--- config.mk ---
export PLATFORM = sky130hd
export DESIGN_NAME = affine_stage_controller
export DESIGN_NICKNAME = d
export VERILOG_FILES = /design/src/rtl/affine_ctrl_pkg.sv /design/src/rtl/affine_loop_counter.sv /design/src/rtl/affine_stage_controller.sv
export SDC_FILE = /design/constraint.sdc
export NUM_CORES = 1
export LEC_CHECK = 0
export ABC_AREA = 0
export BUFFER_PORTS_ARGS = -buffer_cell sky130_fd_sc_hd__buf_2
export CAP_MARGIN = 15
export CORE_MARGIN = 2
export CORE_UTILIZATION = 50
export CTS_BUF_LIST = sky130_fd_sc_hd__clkbuf_4 sky130_fd_sc_hd__clkbuf_8
export DETAILED_ROUTE_END_ITERATION = 8
export GPL_ROUTABILITY_DRIVEN = 0
export PLACE_DENSITY_LB_ADDON = 0.25
export SYNTH_ARGS = -nofsm -noshare
export SYNTH_HDL_FRONTEND = slang
export SYNTH_HIERARCHICAL = 1
export SYNTH_SLANG_ARGS = --single-unit
export TNS_END_PERCENT = 20
--- constraint.sdc ---
create_clock -name clk -period 7.9 [get_ports clk]
set_input_delay 0.79 -clock clk [delete_from_list [all_inputs] [get_ports clk]]
set_output_delay 0.79 -clock clk [all_outputs]
set_load 0.02 [all_outputs]
--- src/rtl/affine_ctrl_pkg.sv ---
// Shared types for the affine stage controller: loop-variable width, wait-counter
// width and the schedule FSM states.
package affine_ctrl_pkg;

   localparam int CTRL_W   = 16;
   localparam int NUM_DIMS = 3;
   // One extra bit so II+ROW_GAP-1 (up to 131069) fits in the countdown.
   localparam int WAIT_W   = CTRL_W + 1;

   typedef logic [CTRL_W-1:0] ctrl_t;
   typedef logic [WAIT_W-1:0] wait_t;

   typedef enum logic [1:0] {
      WAIT_START,
      RUN,
      DONE
   } state_t;

endpackage

--- src/rtl/affine_loop_counter.sv ---
// One loop dimension: counts 0..extent-1 on inc and wraps; clr restarts it from 0
// in the same cycle so a restart edge can also issue and advance.
module affine_loop_counter
   import affine_ctrl_pkg::*;
(
   input  logic  clk,
   input  logic  rst_n,
   input  logic  clr,
   input  logic  inc,
   input  ctrl_t extent,
   output ctrl_t value,
   output logic  at_max
);

   ctrl_t base;

   assign base   = clr ? '0 : value;
   assign at_max = (base == (extent - ctrl_t'(1)));

   // NOTE: sequential state uses non-blocking assignments so every register
   // samples the pre-edge values, independent of process ordering.
   always_ff @(posedge clk) begin
      if (!rst_n) begin
         value <= '0;
      end else if (inc) begin
         value <= at_max ? '0 : base + ctrl_t'(1);
      end else begin
         value <= base;
      end
   end

endmodule

--- src/rtl/affine_stage_controller.sv ---
// Issues one valid strobe per iteration of a 3-deep nested loop on a fixed affine
// schedule (START offset, II spacing, ROW_GAP idle cycles after each dim-2 wrap).
module affine_stage_controller
   import affine_ctrl_pkg::*;
#(
   parameter int unsigned E0      = 1,
   parameter int unsigned E1      = 64,
   parameter int unsigned E2      = 64,
   parameter int unsigned START   = 0,
   parameter int unsigned II      = 1,
   parameter int unsigned ROW_GAP = 0
) (
   input  logic                       clk,
   input  logic                       rst_n,
   input  logic                       flush,
   output logic                       valid,
   output ctrl_t [NUM_DIMS-1:0]       ctrl_vars,
   output logic                       done
);

   if (E0 < 1 || E0 > 65535 || E1 < 1 || E1 > 65535 || E2 < 1 || E2 > 65535) begin : g_bad_extent
      $error("affine_stage_controller: extents must be in 1..65535");
   end
   if (II < 1 || II > 65535 || START > 65535 || ROW_GAP > 65535) begin : g_bad_timing
      $error("affine_stage_controller: II must be 1..65535, START/ROW_GAP 0..65535");
   end

   localparam ctrl_t [NUM_DIMS-1:0] EXTENTS = {ctrl_t'(E2), ctrl_t'(E1), ctrl_t'(E0)};
   localparam wait_t START_W  = wait_t'(START);
   localparam wait_t GAP_STEP = wait_t'(II - 1);
   localparam wait_t GAP_WRAP = wait_t'(II + ROW_GAP - 1);

   state_t                 state, state_nxt, eff_state;
   wait_t                  wait_cnt, wait_nxt, eff_wait;
   ctrl_t [NUM_DIMS-1:0]   cnt, eff_cnt, ctrl_nxt;
   logic  [NUM_DIMS-1:0]   at_max, inc;
   logic                   issue, last, advance, valid_nxt, done_nxt;

   // A flush edge behaves exactly like the first edge after reset release,
   // so START=0 issues (0,0,0) on that same edge.
   assign eff_state = flush ? WAIT_START : state;
   assign eff_wait  = flush ? START_W : wait_cnt;
   assign eff_cnt   = flush ? '0 : cnt;
   assign issue     = (eff_state != DONE) && (eff_wait == '0);
   assign last      = &at_max;
   assign advance   = issue && !last;

   assign inc[2] = advance;
   assign inc[1] = advance && at_max[2];
   assign inc[0] = advance && at_max[2] && at_max[1];

   for (genvar d = 0; d < NUM_DIMS; d++) begin : g_dim
      affine_loop_counter u_cnt (
         .clk    (clk),
         .rst_n  (rst_n),
         .clr    (flush),
         .inc    (inc[d]),
         .extent (EXTENTS[d]),
         .value  (cnt[d]),
         .at_max (at_max[d])
      );
   end

   // NOTE: every output of this block gets a default first, so no path can
   // leave a signal unassigned and infer a latch.
   always_comb begin
      state_nxt = eff_state;
      wait_nxt  = eff_wait;
      valid_nxt = 1'b0;
      done_nxt  = (eff_state == DONE);
      ctrl_nxt  = flush ? '0 : ctrl_vars;
      if (issue) begin
         valid_nxt = 1'b1;
         ctrl_nxt  = eff_cnt;
         if (last) begin
            state_nxt = DONE;
         end else begin
            state_nxt = RUN;
            wait_nxt  = at_max[2] ? GAP_WRAP : GAP_STEP;
         end
      end else if (eff_state != DONE) begin
         wait_nxt = eff_wait - wait_t'(1);
      end
   end

   always_ff @(posedge clk) begin
      if (!rst_n) begin
         state     <= WAIT_START;
         wait_cnt  <= START_W;
         valid     <= 1'b0;
         ctrl_vars <= '0;
         done      <= 1'b0;
      end else begin
         state     <= state_nxt;
         wait_cnt  <= wait_nxt;
         valid     <= valid_nxt;
         ctrl_vars <= ctrl_nxt;
         done      <= done_nxt;
      end
   end

endmodule

==> results of run 1 <==
cell type report:
| class | instances | area [um^2] | area share |
|---|---|---|---|
| multi-input cells | 931 | 5380 | 0.618 |
| clock buffers | 20 | 269 | 0.0309 |
| clock inverters | 11 | 151 | 0.0174 |
| inverters | 13 | 48.8 | 0.00560 |
| well taps | 184 | 230 | 0.0264 |
| repair buffers | 55 | 283 | 0.0325 |
| flip-flops and latches | 117 | 2340 | 0.269 |
power by group:
| group | switching [mW] | internal (mW) | leakage, nW |
|---|---|---|---|
| Combinational | 0.496 | 0.213 | 2.29 |
| Sequential | 0.0460 | 0.633 | 0.945 |
| Clock | 0.252 | 0.331 | 0.201 |
| Total | 0.795 | 1.18 | 3.44 |
synthesized netlist by cell type, drive strengths merged, types with 4 or more instances:
master,n
a31oi,6
a22o,6
or3,12
nor2,62
ha,7
xor2,43
inv,13
nor4bb,9
o211ai,5
clkbuf,23
o21ai,17
nand3,25
nor3,63
nor2b,28
or4b,4
nor4,18
mux2i,10
buf,17
dfxtp,117
and3,16
nand2,148
and2b,6
a311o,6
and2,4
xnor2,67
nand2b,38
a21oi,68
a211oi,6
or4,9
or2,4
nand4,20
nand4b,4
and4bb,4
final timing paths:
path,slack (ns),end,from
worst min-delay path,0.45,ctrl_vars[44],ctrl_vars[44]
worst max-delay path,3.13,g_dim[0].u_cnt/value[15],flush
worst min register to register,0.45,ctrl_vars[44],ctrl_vars[44]
worst max register to register,3.90,g_dim[0].u_cnt/value[15],g_dim[2].u_cnt/value[11]
metrics by stage:
| step | setup slack (ns) | power [mW] | utilization | std cells |
|---|---|---|---|---|
| global route | 2.68 | 2.10 | 0.604 | 1331 |
| finish | 3.13 | 1.97 | 0.604 | 1331 |
| floorplan | 4.29 | 1.29 | - | 1101 |
| detailed placement | 2.75 | 1.39 | 0.575 | 1300 |
| global placement | 2.86 | 1.39 | 0.575 | 1300 |
| CTS | 3.22 | 1.98 | 0.604 | 1331 |
sequential cells by signal, summed over array words and instances (netlist names):
signal and flops:
ctrl_vars 48, done 1, g_dim.u_cnt/value 48, valid 1, wait_cnt 17, state 2
worst max-delay path: stages:
cell	delay [ns]
buf_2	0.50
buf_4	0.48
and2b_1	0.28
and3_1	0.21
a311oi_1	0.24
a21oi_1	0.09
a211oi_1	0.22
nand2_1	0.07
nor4_1	0.38
nand2_1	0.09
nor3_1	0.63
nand3_1	0.15
nor2_1	0.24
nand3_1	0.11
nor2_1	0.22
nand3_1	0.12
xor2_1	0.15
nor3_1	0.13
kinds of logic after synthesis:
family	after synthesis	synth area share
AND/OR/NAND/NOR	481	0.360
AO/OA/AOI/OAI	143	0.125
buffers and inverters	53	0.0363
other	2	0.00103
XOR/XNOR	110	0.132
adder cells (fa/ha/maj)	7	0.0120
flip-flops	117	0.320
multiplexers	10	0.0137
metal layers:
metal | global-route usage | routed length (um) | part of all wire | up-vias
met5 | 0 | 0 | 0 | -
met4 | 0.0542 | 222 | 0.013 | 0
met3 | 0.0471 | 691 | 0.041 | 17
met2 | 0.362 | 7820 | 0.46 | 125
met1 | 0.291 | 8190 | 0.48 | 3054
li1 | - | - | - | 3505
==> flow_summary_export.csv, run 1 <==
group,metric,value,unit
run_status,outcome,"finished clean",
sta,fmax,0.210,GHz
global_routing,grt_pass1_vias,5953,
global_routing,grt_first_pass_wirelength,28300,um
yosys,synth_edf_count,0,
clock_tree,cts.sinks,117,
yosys,yosysWarnings,6,
routing,drt_iter0_drc,397,
final_layout,fin_area,8710,um^2
min_path,whs_path_depth,2,
yosys,synthTopCellsByArea,"dfxtp_1 32%, xnor2_1 8.0%, nand2_1 7.6%",
yosys,yosysTopAreaCell,"dfxtp_1",
floorplan,design.die.area,15600,um^2
sta,finalHoldWorstSlack,0.451,ns
routing,viasPerCell,5.03,
worst_setup_path,crit_type,"in2reg",
floorplan,die_w,125,um
routing,vias,6701,
sta,relSlewSlack,0.324,
final_layout,fillCellCount,1320,
routing,first_pass_iters,5,
clock_tree,cts_root_buf,"clkbuf_8",
place,port_buffers,52,
sta,max_slew.worst_pin.slew,1.01,ns
routing,routed_wl,16900,um
yosys,synthesis.area,7310,um^2
sta,fin_crit,4.77,ns
power,power.leakage,3.44,nW
clock_tree,cts_resized,0,
worst_setup_path,crit_path_end_kind,"flip-flop",
floorplan,die_y,125,um
sta,finalSetupViolCount,0,
yosys,synth-seq-area-share,0.320,
worst_setup_path,critPathLaunchType,"input pin",
yosys,synth_area_per_cell,7.92,um^2
sta,rsz0062_at_grt,"no",
place,dpl_cell_area,8290,um^2
global_routing,grt_usage,0.218,
clock_tree,cts_tree,"done",
worst_setup_path,critPathMaxFanout,50,
routing,ant_nets,0,
run,cap_violations,0,
floorplan,fp.coreArea,14400,um^2
clock_tree,insertion_delay,0.45,ns
yosys,ys_types,59,
yosys,yosys.area.top_type_share,0.320,
worst_setup_path,worstPathRequired,8.26,ns
final_layout,drive_above_1_share,0.0985,
floorplan,row_count,44,
final_layout,fin_nets,1145,
yosys,ys_seq_elements,117,
yosys,synth_ff_type,"dfxtp_1",
power,ir_worst_vdd,233,uV
sta,min_period_over_period,0.604,
global_routing,antenna_found_initial,0,
sta,setup_tns,0,ns
global_routing,grt_max_degree,65,
sta,hold_viol,0,
power,power.density,226,nW/um^2
clock_tree,cts.path.max_buffers,2,
clock_tree,post-cts-setup-buffer-count,0,
sta,slew_violations,0,
floorplan,ioPinCount,53,
clock_tree,numCtsBuffers,17,
final_layout,area_growth,19.1,%
min_path,hold_path.class,"reg2reg",
floorplan,start_util,0.507,
routing,post_drt_wl_per_cell,12.7,um
global_routing,overflow,0,
place,dpl.hpwl,12200,um
final_layout,antenna_cells,0,
clock_tree,path_clk_slew,0.07,ns
routing,drc,0,
worst_setup_path,worst_ep_arrival_time,5.13,ns
final_layout,layout_common_cells,"180 x conb_1, 147 x nand2_1, 117 x dfxtp_1",
sta,fin_skew,0.0134,ns
clock_tree,postCtsHoldBufs,0,
yosys,postSynth.asyncResetShare,0,
yosys,syn_inst,923,
worst_setup_path,reg2reg_depth,16,
clock_tree,htreeDepth,4,
final_layout,layout_commonest_cell,"conb_1",
(Power assumes the default switching activity.)
==> run 2: changes to the inputs <==
- clock period: 7.9 -> 4.79 ns (I/O delays scaled with it)
==> flow_summary_export.csv, run 2 (same netlist as run 1, synthesis figures left out) <==
group,metric,value,unit
worst_setup_path,rr_endpoint,"g_dim[0].u_cnt/value[15]",
power,total_power,3.27,mW
clock_tree,post-cts-setup-buffer-count,0,
floorplan,ioPinCount,53,
routing,wl_met3,760,um
sta,fin_skew,0.0147,ns
min_path,min_to,"ctrl_vars[39]",
final_layout,reg_top3,"ctrl_vars: 48 flops, g_dim.u_cnt/value: 48 flops, wait_cnt: 17 flops",
sta,fmax,0.271,GHz
clock_tree,cts.sinks,117,
final_layout,fin_nets,1149,
floorplan,die_w,125,um
final_layout,drive_above_1_share,0.102,
final_layout,area_growth,19.6,%
worst_setup_path,cp-startpoint,"flush",
clock_tree,path_clk_slew,0.07,ns
power,power.density,374,nW/um^2
clock_tree,postCtsHoldBufs,0,
final_layout,layout_common_cells,"180 x conb_1, 147 x nand2_1, 117 x dfxtp_1",
worst_setup_path,crit_type,"in2reg",
worst_setup_path,worst_ep_arrival_time,4.06,ns
sta,hold_viol,0,
floorplan,row_count,44,
final_layout,final_util,0.606,
final_layout,layout_commonest_cell,"conb_1",
sta,max_slew.worst_pin.slew,1.01,ns
clock_tree,cts_tree,"done",
sta,min_period_over_period,0.771,
power,combPwrFrac,0.360,
sta,rsz0062_at_grt,"no",
global_routing,grt_first_pass_wirelength,29400,um
routing,viasPerCell,5.09,
power,power.internal,1.97,mW
worst_setup_path,critPathLaunchType,"input pin",
min_path,whs_path_depth,2,
routing,routed_wl,17700,um
power,ir_worst_vdd,387,uV
routing,vias,6801,
floorplan,start_util,0.507,
clock_tree,numCtsBuffers,17,
worst_setup_path,critPathMaxFanout,32,
run,cap_violations,0,
worst_setup_path,worstPathRequired,5.15,ns
clock_tree,insertion_delay,0.45,ns
power,seq_power_share,0.343,
sta,relSlewSlack,0.323,
routing,first_pass_iters,7,
global_routing,grt_max_degree,50,
floorplan,die_y,125,um
run_status,outcome,"finished clean",
clock_tree,cts.path.max_buffers,2,
sta,finalSetupViolCount,0,
place,port_buffers,52,
routing,top_layer,"met4",
floorplan,fp.coreArea,14400,um^2
global_routing,grt_usage,0.229,
routing,wl_met2,8280,um
power,clkPwrFrac,0.297,
power,p_sw,1.30,mW
clock_tree,cts_root_buf,"clkbuf_8",
worst_setup_path,reg2reg_slack,1.20,ns
routing,drc,0,
place,dpl.hpwl,12700,um
worst_setup_path,timing.rr.start,"g_dim[2].u_cnt/value[1]",
sta,setup_tns,0,ns
routing,ant_nets,0,
global_routing,antenna_found_initial,0,
power,power.leakage,3.47,nW
global_routing,overflow,0,
power,swShare,0.397,
clock_tree,htreeDepth,4,
sta,slew_violations,0,
worst_setup_path,crit_path_end_kind,"flip-flop",
floorplan,design.die.area,15600,um^2
global_routing,grt_pass1_vias,6107,
min_path,hold_path.class,"reg2reg",
final_layout,antenna_cells,0,
sta,fin_crit,3.69,ns
worst_setup_path,reg2reg_depth,14,
routing,drt_iter0_drc,441,
routing,post_drt_wl_per_cell,13.3,um
clock_tree,cts_resized,0,
routing,wirelength_met1,8330,um
min_path,min_from,"ctrl_vars[39]",
-- run 2: cell types whose count changed in the layout (fill, tap and decap cells not counted), sizes merged --
cell	before	now
buf	55	59
clkbuf	20	23
clkinv	3	2
clkinvlp	4	3
inv	14	13
-- run 2: final cells by class --
cell class | instances | area (um^2)
clock buffers | 23 | 304
clock inverters | 8 | 123
fillers | 1377 | 5680
inverters | 13 | 48.8
multi-input cells | 931 | 5380
flip-flops and latches | 117 | 2340
well taps | 184 | 230
repair buffers | 59 | 313
-- run 2: power by group through the flow --
stage                     clock network (mW)  registers [mW]  logic [mW]
after global placement                     0            1.14        1.15
after global routing                    1.03            1.14        1.32
after detailed placement                   0            1.14        1.16
final                                  0.973            1.12        1.18
after floorplan                            0            1.13       0.998
after CTS                              0.996            1.12        1.17
-- run 2: worst max-delay path, stage by stage --
cell and delay [ns]:
buf_2 0.20, buf_4 0.27, nand2b_1 0.19, xnor2_1 0.24, nor4b_1 0.10, a311o_1 0.35
nand2_1 0.07, nor4_1 0.06, and3_1 0.21, nor2_1 0.42, and2_1 0.35, nand3_1 0.11
nor2_1 0.22, nand3_1 0.12, nor2_1 0.22, nand3_1 0.12, xor2_1 0.15, nor3_1 0.14
-- run 2: stage by stage --
stage | setup slack (ns) | instances | hold WS [ns] | cell area, um^2
after floorplan | 1.49 | 1101 | 0.431 | 7980
after global placement | 0.833 | 1304 | 0.440 | 8320
after detailed placement | 0.700 | 1304 | 0.445 | 8320
after CTS | 1.16 | 1335 | 0.454 | 8740
after global routing | 0.749 | 1335 | 0.473 | 8740
final | 1.10 | 1335 | 0.452 | 8740
-- run 2: worst max path at each step --
| stage | to | slack, ns | depth (start not counted) |
|---|---|---|---|
| floorplan | g_dim[0].u_cnt/value[15] | 1.49 | 16 |
| global placement | g_dim[1].u_cnt/value[13] | 0.83 | 18 |
| detailed placement | g_dim[1].u_cnt/value[15] | 0.70 | 18 |
| CTS | g_dim[1].u_cnt/value[15] | 1.16 | 18 |
| global route | g_dim[1].u_cnt/value[15] | 0.75 | 17 |
| finish | g_dim[1].u_cnt/value[15] | 1.10 | 18 |
-- run 2: metal layers --
| layer | vias to the layer above | GRT usage |
|---|---|---|
| li1 | 3513 | - |
| met1 | 3105 | 0.300 |
| met2 | 156 | 0.375 |
| met3 | 27 | 0.0518 |
| met4 | 0 | 0.0810 |
| met5 | - | 0 |
